==> config.mk <==
export PLATFORM = sky130hd
export DESIGN_NAME = jt12_explin
export DESIGN_NICKNAME = d
export VERILOG_FILES = /design/src/rtl/jt12_explin.sv
export SDC_FILE = /design/constraint.sdc
export NUM_CORES = 1
export LEC_CHECK = 0
export BUFFER_PORTS_ARGS = -buffer_cell sky130_fd_sc_hd__buf_2
export CAP_MARGIN = 40
export CELL_PAD_IN_SITES_DETAIL_PLACEMENT = 1
export CELL_PAD_IN_SITES_GLOBAL_PLACEMENT = 2
export CORE_ASPECT_RATIO = 1.5
export CORE_MARGIN = 1.5
export CORE_UTILIZATION = 39
export DETAILED_ROUTE_END_ITERATION = 7
export GPL_TIMING_DRIVEN = 0
export PLACE_DENSITY_LB_ADDON = 0.1
export SLEW_MARGIN = 40
export SYNTH_ARGS = -nofsm -noshare
export SYNTH_HDL_FRONTEND = slang
export SYNTH_SLANG_ARGS = --single-unit
export TNS_END_PERCENT = 50
==> constraint.sdc <==
create_clock -name clk -period 4.75 [get_ports clk]
set_input_delay 0.475 -clock clk [delete_from_list [all_inputs] [get_ports clk]]
set_output_delay 0.475 -clock clk [all_outputs]
set_load 0.02 [all_outputs]
==> src/rtl/jt12_explin.sv <==
// Three-stage log-to-linear converter: exponent ROM read, hidden-bit barrel shift,
// then sign application. A channel tag travels alongside each sample.
module jt12_explin #(
    parameter int AW = 8,
    parameter int OW = 10,
    parameter int SW = 4,
    parameter int TW = 3
) (
    input  logic              rst_n,
    input  logic              clk,
    input  logic              cen,
    input  logic              in_valid,
    input  logic [AW+SW-1:0]  in_atten,
    input  logic              in_sign,
    input  logic [TW-1:0]     in_tag,
    output logic              out_valid,
    output logic [OW+1:0]     out_lin,
    output logic [TW-1:0]     out_tag
);
    localparam int DEPTH = 1 << AW;

    function automatic logic [63:0] isqrt(input logic [63:0] n_in);
        logic [63:0] n, res, b;
        n   = n_in;
        res = '0;
        b   = 64'd1 << 62;
        for (int k = 0; k < 32; k++) begin
            if (n >= res + b) begin
                n   = n - (res + b);
                res = (res >> 1) + b;
            end else begin
                res = res >> 1;
            end
            b = b >> 2;
        end
        return res;
    endfunction

    // Q30 fixed point: r walks 2^(1/2), 2^(1/4), ... by repeated square roots and
    // the set bits of the exponent pick which roots multiply into the result.
    function automatic logic [OW-1:0] exp_entry(input int i);
        logic [63:0] acc, r, ent;
        int          e;
        e   = DEPTH - 1 - i;
        acc = 64'd1 << 30;
        r   = 64'd2 << 30;
        for (int m = 1; m <= AW; m++) begin
            r = isqrt(r << 30);
            if (e[AW-m]) acc = (acc * r) >> 30;
        end
        ent = ((acc - (64'd1 << 30)) * (64'd1 << OW) + (64'd1 << 29)) >> 30;
        return ent[OW-1:0];
    endfunction

    logic [OW-1:0] tbl [DEPTH];
    for (genvar g = 0; g < DEPTH; g++) begin : g_tbl
        localparam logic [OW-1:0] ENT = exp_entry(g);
        assign tbl[g] = ENT;
    end

    logic [3:1]    vld_pipe_q;
    logic [OW-1:0] ent_q;
    logic [SW-1:0] sh1_q;
    logic          sg1_q, sg2_q, z2_q;
    logic [TW-1:0] tag1_q, tag2_q, tag3_q;
    logic [OW:0]   mag2_q, mag_d;
    logic [OW+1:0] lin_q, lin_d;

    always_comb begin
        mag_d = {1'b1, ent_q} >> sh1_q;
        if (int'(sh1_q) >= OW + 1) mag_d = '0;
    end

    // Zero magnitude never takes the negate path, so there is no negative zero.
    always_comb begin
        lin_d = {1'b0, mag2_q};
        if (sg2_q && !z2_q) lin_d = -{1'b0, mag2_q};
    end

    always_ff @(posedge clk or negedge rst_n) begin
        if (!rst_n) begin
            vld_pipe_q <= '0;
            ent_q      <= '0;
            sh1_q      <= '0;
            sg1_q      <= 1'b0;
            tag1_q     <= '0;
            mag2_q     <= '0;
            z2_q       <= 1'b0;
            sg2_q      <= 1'b0;
            tag2_q     <= '0;
            lin_q      <= '0;
            tag3_q     <= '0;
        end else if (cen) begin
            vld_pipe_q <= {vld_pipe_q[2:1], in_valid};
            ent_q      <= tbl[in_atten[AW-1:0]];
            sh1_q      <= in_atten[AW+SW-1:AW];
            sg1_q      <= in_sign;
            tag1_q     <= in_tag;
            mag2_q     <= mag_d;
            z2_q       <= (mag_d == '0);
            sg2_q      <= sg1_q;
            tag2_q     <= tag1_q;
            lin_q      <= lin_d;
            tag3_q     <= tag2_q;
        end
    end

    assign out_valid = vld_pipe_q[3];
    assign out_lin   = lin_q;
    assign out_tag   = tag3_q;
endmodule
==> impl_metrics.csv <==
group,metric,value,unit
yosys,synth_top_family_by_area,"compound AO/OA/AOI/OAI gates",
clock_tree,cts_root_buf,"clkbuf_16",
sta,tightestPinTransition,0.865,ns
die,start_util,40.2,%
yosys,synth_edf_count,0,
power_and_ir_drop,power_density,300,nW/um2
die,die_w,95.7,um
sta,hold_viol_final,0,
critical_path,critPathArrivalTime,3.47,ns
die,design.die.area,13600,um2
yosys,netlist_area,5030,um2
power_and_ir_drop,power.leakage,2.24,nW
sta,finalCritPeriodShare,68.8,%
drt,drc_errors,0,
yosys,ys_seq_area_share,25.9,%
final_layout,area_growth,10.5,%
drt,wl_per_cell,28.1,um
clock_tree,cts.repair.resized,0,
drt,firstDrtPassIters,6,
global_route,grt_overflow,0,
placement,dp_hpwl,17900,um
global_route,first_global_vias,6084,
clock_tree,clock_sinks,52,
final_layout,most-common-layout-cells,"nor2_1 (67), nand2_1 (66), buf_2 (59)",
placement,port_buffers,31,
sta,grt_setup_unrepaired,"no",
clock_tree,cts_tree,"built",
sta,hold_slack,0.192,ns
yosys,async_flop_share,100,%
final_layout,fillers,1587,
clock_tree,postCtsSetupRepairBufs,0,
yosys,synth-seq-cells,52,
die,row_count,50,
job,cap_violations,0,
sta,clock-skew-final,0.0104,ns
sta,slew-limit-headroom,40.9,%
yosys,synth_warnings,0,
clock_tree,cts_hold_buf,0,
die,io_pins,36,
clock_tree,htree_num_levels,2,
critical_path,cp.required,4.95,ns
die,core-area,12500,um2
clock_tree,clk_latency,0.30,ns
drt,via_count,5782,
clock_tree,cts.clk_slew.worst_paths,0.07,ns
power_and_ir_drop,peakVddDrop,0.139,mV
worst_hold_path,min_path_type,"input pin to async pin",
clock_tree,cts_made_buffers,5,
critical_path,endpoint_kind,"flip-flop",
critical_path,path_class,"input pin to flip-flop",
final_layout,ff_latch_area,1300,um2
final_layout,multi_input_area,3290,um2
yosys,synth_fa_ha_area_share,3.43,%
final_layout,n_antenna_cell,0,
sta,fin_crit,3.27,ns
sta,fmax,306,MHz
critical_path,startpoint_type,"input pin",
yosys,synthMuxAreaShare,9.21,%
drt,totalWireLength,23800,um
global_route,grt_first_pass_wirelength,35800,um
global_route,grt_use_total,36.0,%
sta,fin_setup_tns,0,ns
yosys,synthFlopType,"dfrtp_1",
drt,ant_nets,0,
outcome,outcome,"finished, final reports clean",
die,die_h,142,um
final_layout,layout-drive-gt1-share,16.7,%
yosys,synth_xor_xnor_area_share,1.74,%
yosys,avgSynthCellArea,7.68,um2
yosys,syn-instance-count,655,
drt,initialDrtViolationCount,540,
sta,maxSlewViolCount,0,
critical_path,critical_path.max_fanout,10,
clock_tree,cts_buffer_depth,2,
yosys,synth-compound-area-share,32.1,%
global_route,grt_max_degree,53,
final_layout,final_common_cell,"nor2_1",
placement,gp_congestion,1.03,
final_layout,final_nets,726,
global_route,antenna_found_initial,0,
drt,viasPerCell,6.80,
yosys,synth_cell_type_count,66,
yosys,synth-simple-area-share,19.0,%
sta,setup_viol_count_final,0,
yosys,syn_nets,688,
-- layout make-up --
class                   count  area share (%)
repair buffers             31            2.84
clock buffers               6            2.50
well taps                 156            3.51
inverters                  26            1.76
multi-input cells         509            59.2
flip-flops and latches     52            23.4
clock inverters             2           0.698
plain buffers              68            6.12
-- worst max-delay path: stages --
cell      delay [ns]
buf_2           0.19
buf_2           0.26
inv_1           0.22
ha_1            0.33
buf_2           0.23
clkbuf_1        0.52
nor2_1          0.24
nor3_1          0.22
nor3_1          0.08
a211oi_1        0.41
o211ai_1        0.15
o21ai_0         0.13
-- kinds of logic after synthesis --
family | Yosys count
XOR/XNOR | 10
buffers and inverters | 94
AO/OA/AOI/OAI | 241
multiplexers | 35
adder cells (fa/ha/maj) | 14
AND/OR/NAND/NOR | 209
flip-flops | 52
-- sequential cells by signal, indices dropped and copies added (netlist names) --
name	cells
tag1_q	3
vld_pipe_q	3
sg2_q	1
sh1_q	4
out_tag	3
mag2_q	11
tag2_q	3
out_lin	12
z2_q	1
sg1_q	1
ent_q	10
-- per-layer routing --
layer / vias up / global-route usage, % / routed length (um)
met4: 0 / 27.5 / 1940
met3: 126 / 4.43 / 1670
met1: 2797 / 38.5 / 8390
li1: 2483 / - / -
met2: 376 / 62.6 / 11900
met5: - / 0 / 0
-- worst paths after layout --
path | slack (ns) | startpoint | cells past startpoint | endpoint
max in group asynchronous | 4.09 | rst_n | 1 | mag2_q[10]
min in group clk | 0.40 | in_atten[10] | 3 | sh1_q[2]
hold / removal | 0.19 | rst_n | 1 | tag2_q[2]
setup / recovery | 1.48 | in_atten[1] | 12 | ent_q[0]
hold reg to reg | 0.50 | z2_q | 1 | z2_q
setup reg to reg | 2.71 | mag2_q[0] | 6 | out_lin[9]
-- synth_stat cells (6+ instances only) --
| cell type | n | area [um2] |
|---|---|---|
| o21ai_0 | 52 | 260 |
| a31oi_1 | 15 | 93.8 |
| mux2_2 | 20 | 225 |
| nand2_1 | 66 | 248 |
| mux2i_1 | 8 | 80.1 |
| dfrtp_1 | 52 | 1300 |
| a211oi_1 | 14 | 105 |
| a21oi_1 | 57 | 285 |
| inv_1 | 22 | 82.6 |
| nand2b_1 | 14 | 87.6 |
| clkbuf_1 | 27 | 101 |
| o311ai_0 | 7 | 61.3 |
| buf_2 | 29 | 145 |
| nor3_1 | 14 | 70.1 |
| nand3_1 | 12 | 60.1 |
| nor2_1 | 67 | 251 |
| mux4_2 | 7 | 158 |
| nor2b_1 | 18 | 113 |
| o211ai_1 | 15 | 113 |
| xnor2_1 | 7 | 61.3 |
| a311oi_1 | 10 | 87.6 |
| o22ai_1 | 8 | 50.1 |
| o31ai_1 | 6 | 45.0 |
| ha_1 | 13 | 163 |
-- where the power goes --
group          internal [mW]  switching [mW]
combinational          0.236           0.427
clock                  0.264           0.166
sequential             0.518          0.0567
-- metrics by stage --
stage               power, mW  utilization (%)  instance area [um2]  cells  worst slack (ns)
floorplan                1.00                -                 5030    655              2.37
global placement         1.21             43.0                 5380    842              1.24
detailed placement       1.23             43.0                 5380    842              1.27
CTS                      1.66             44.4                 5560    850              1.58
global route             1.75             44.4                 5560    850              1.42
finish                   1.67             44.4                 5560    850              1.48
No activity file was read; power rests on OpenSTA's default activity.
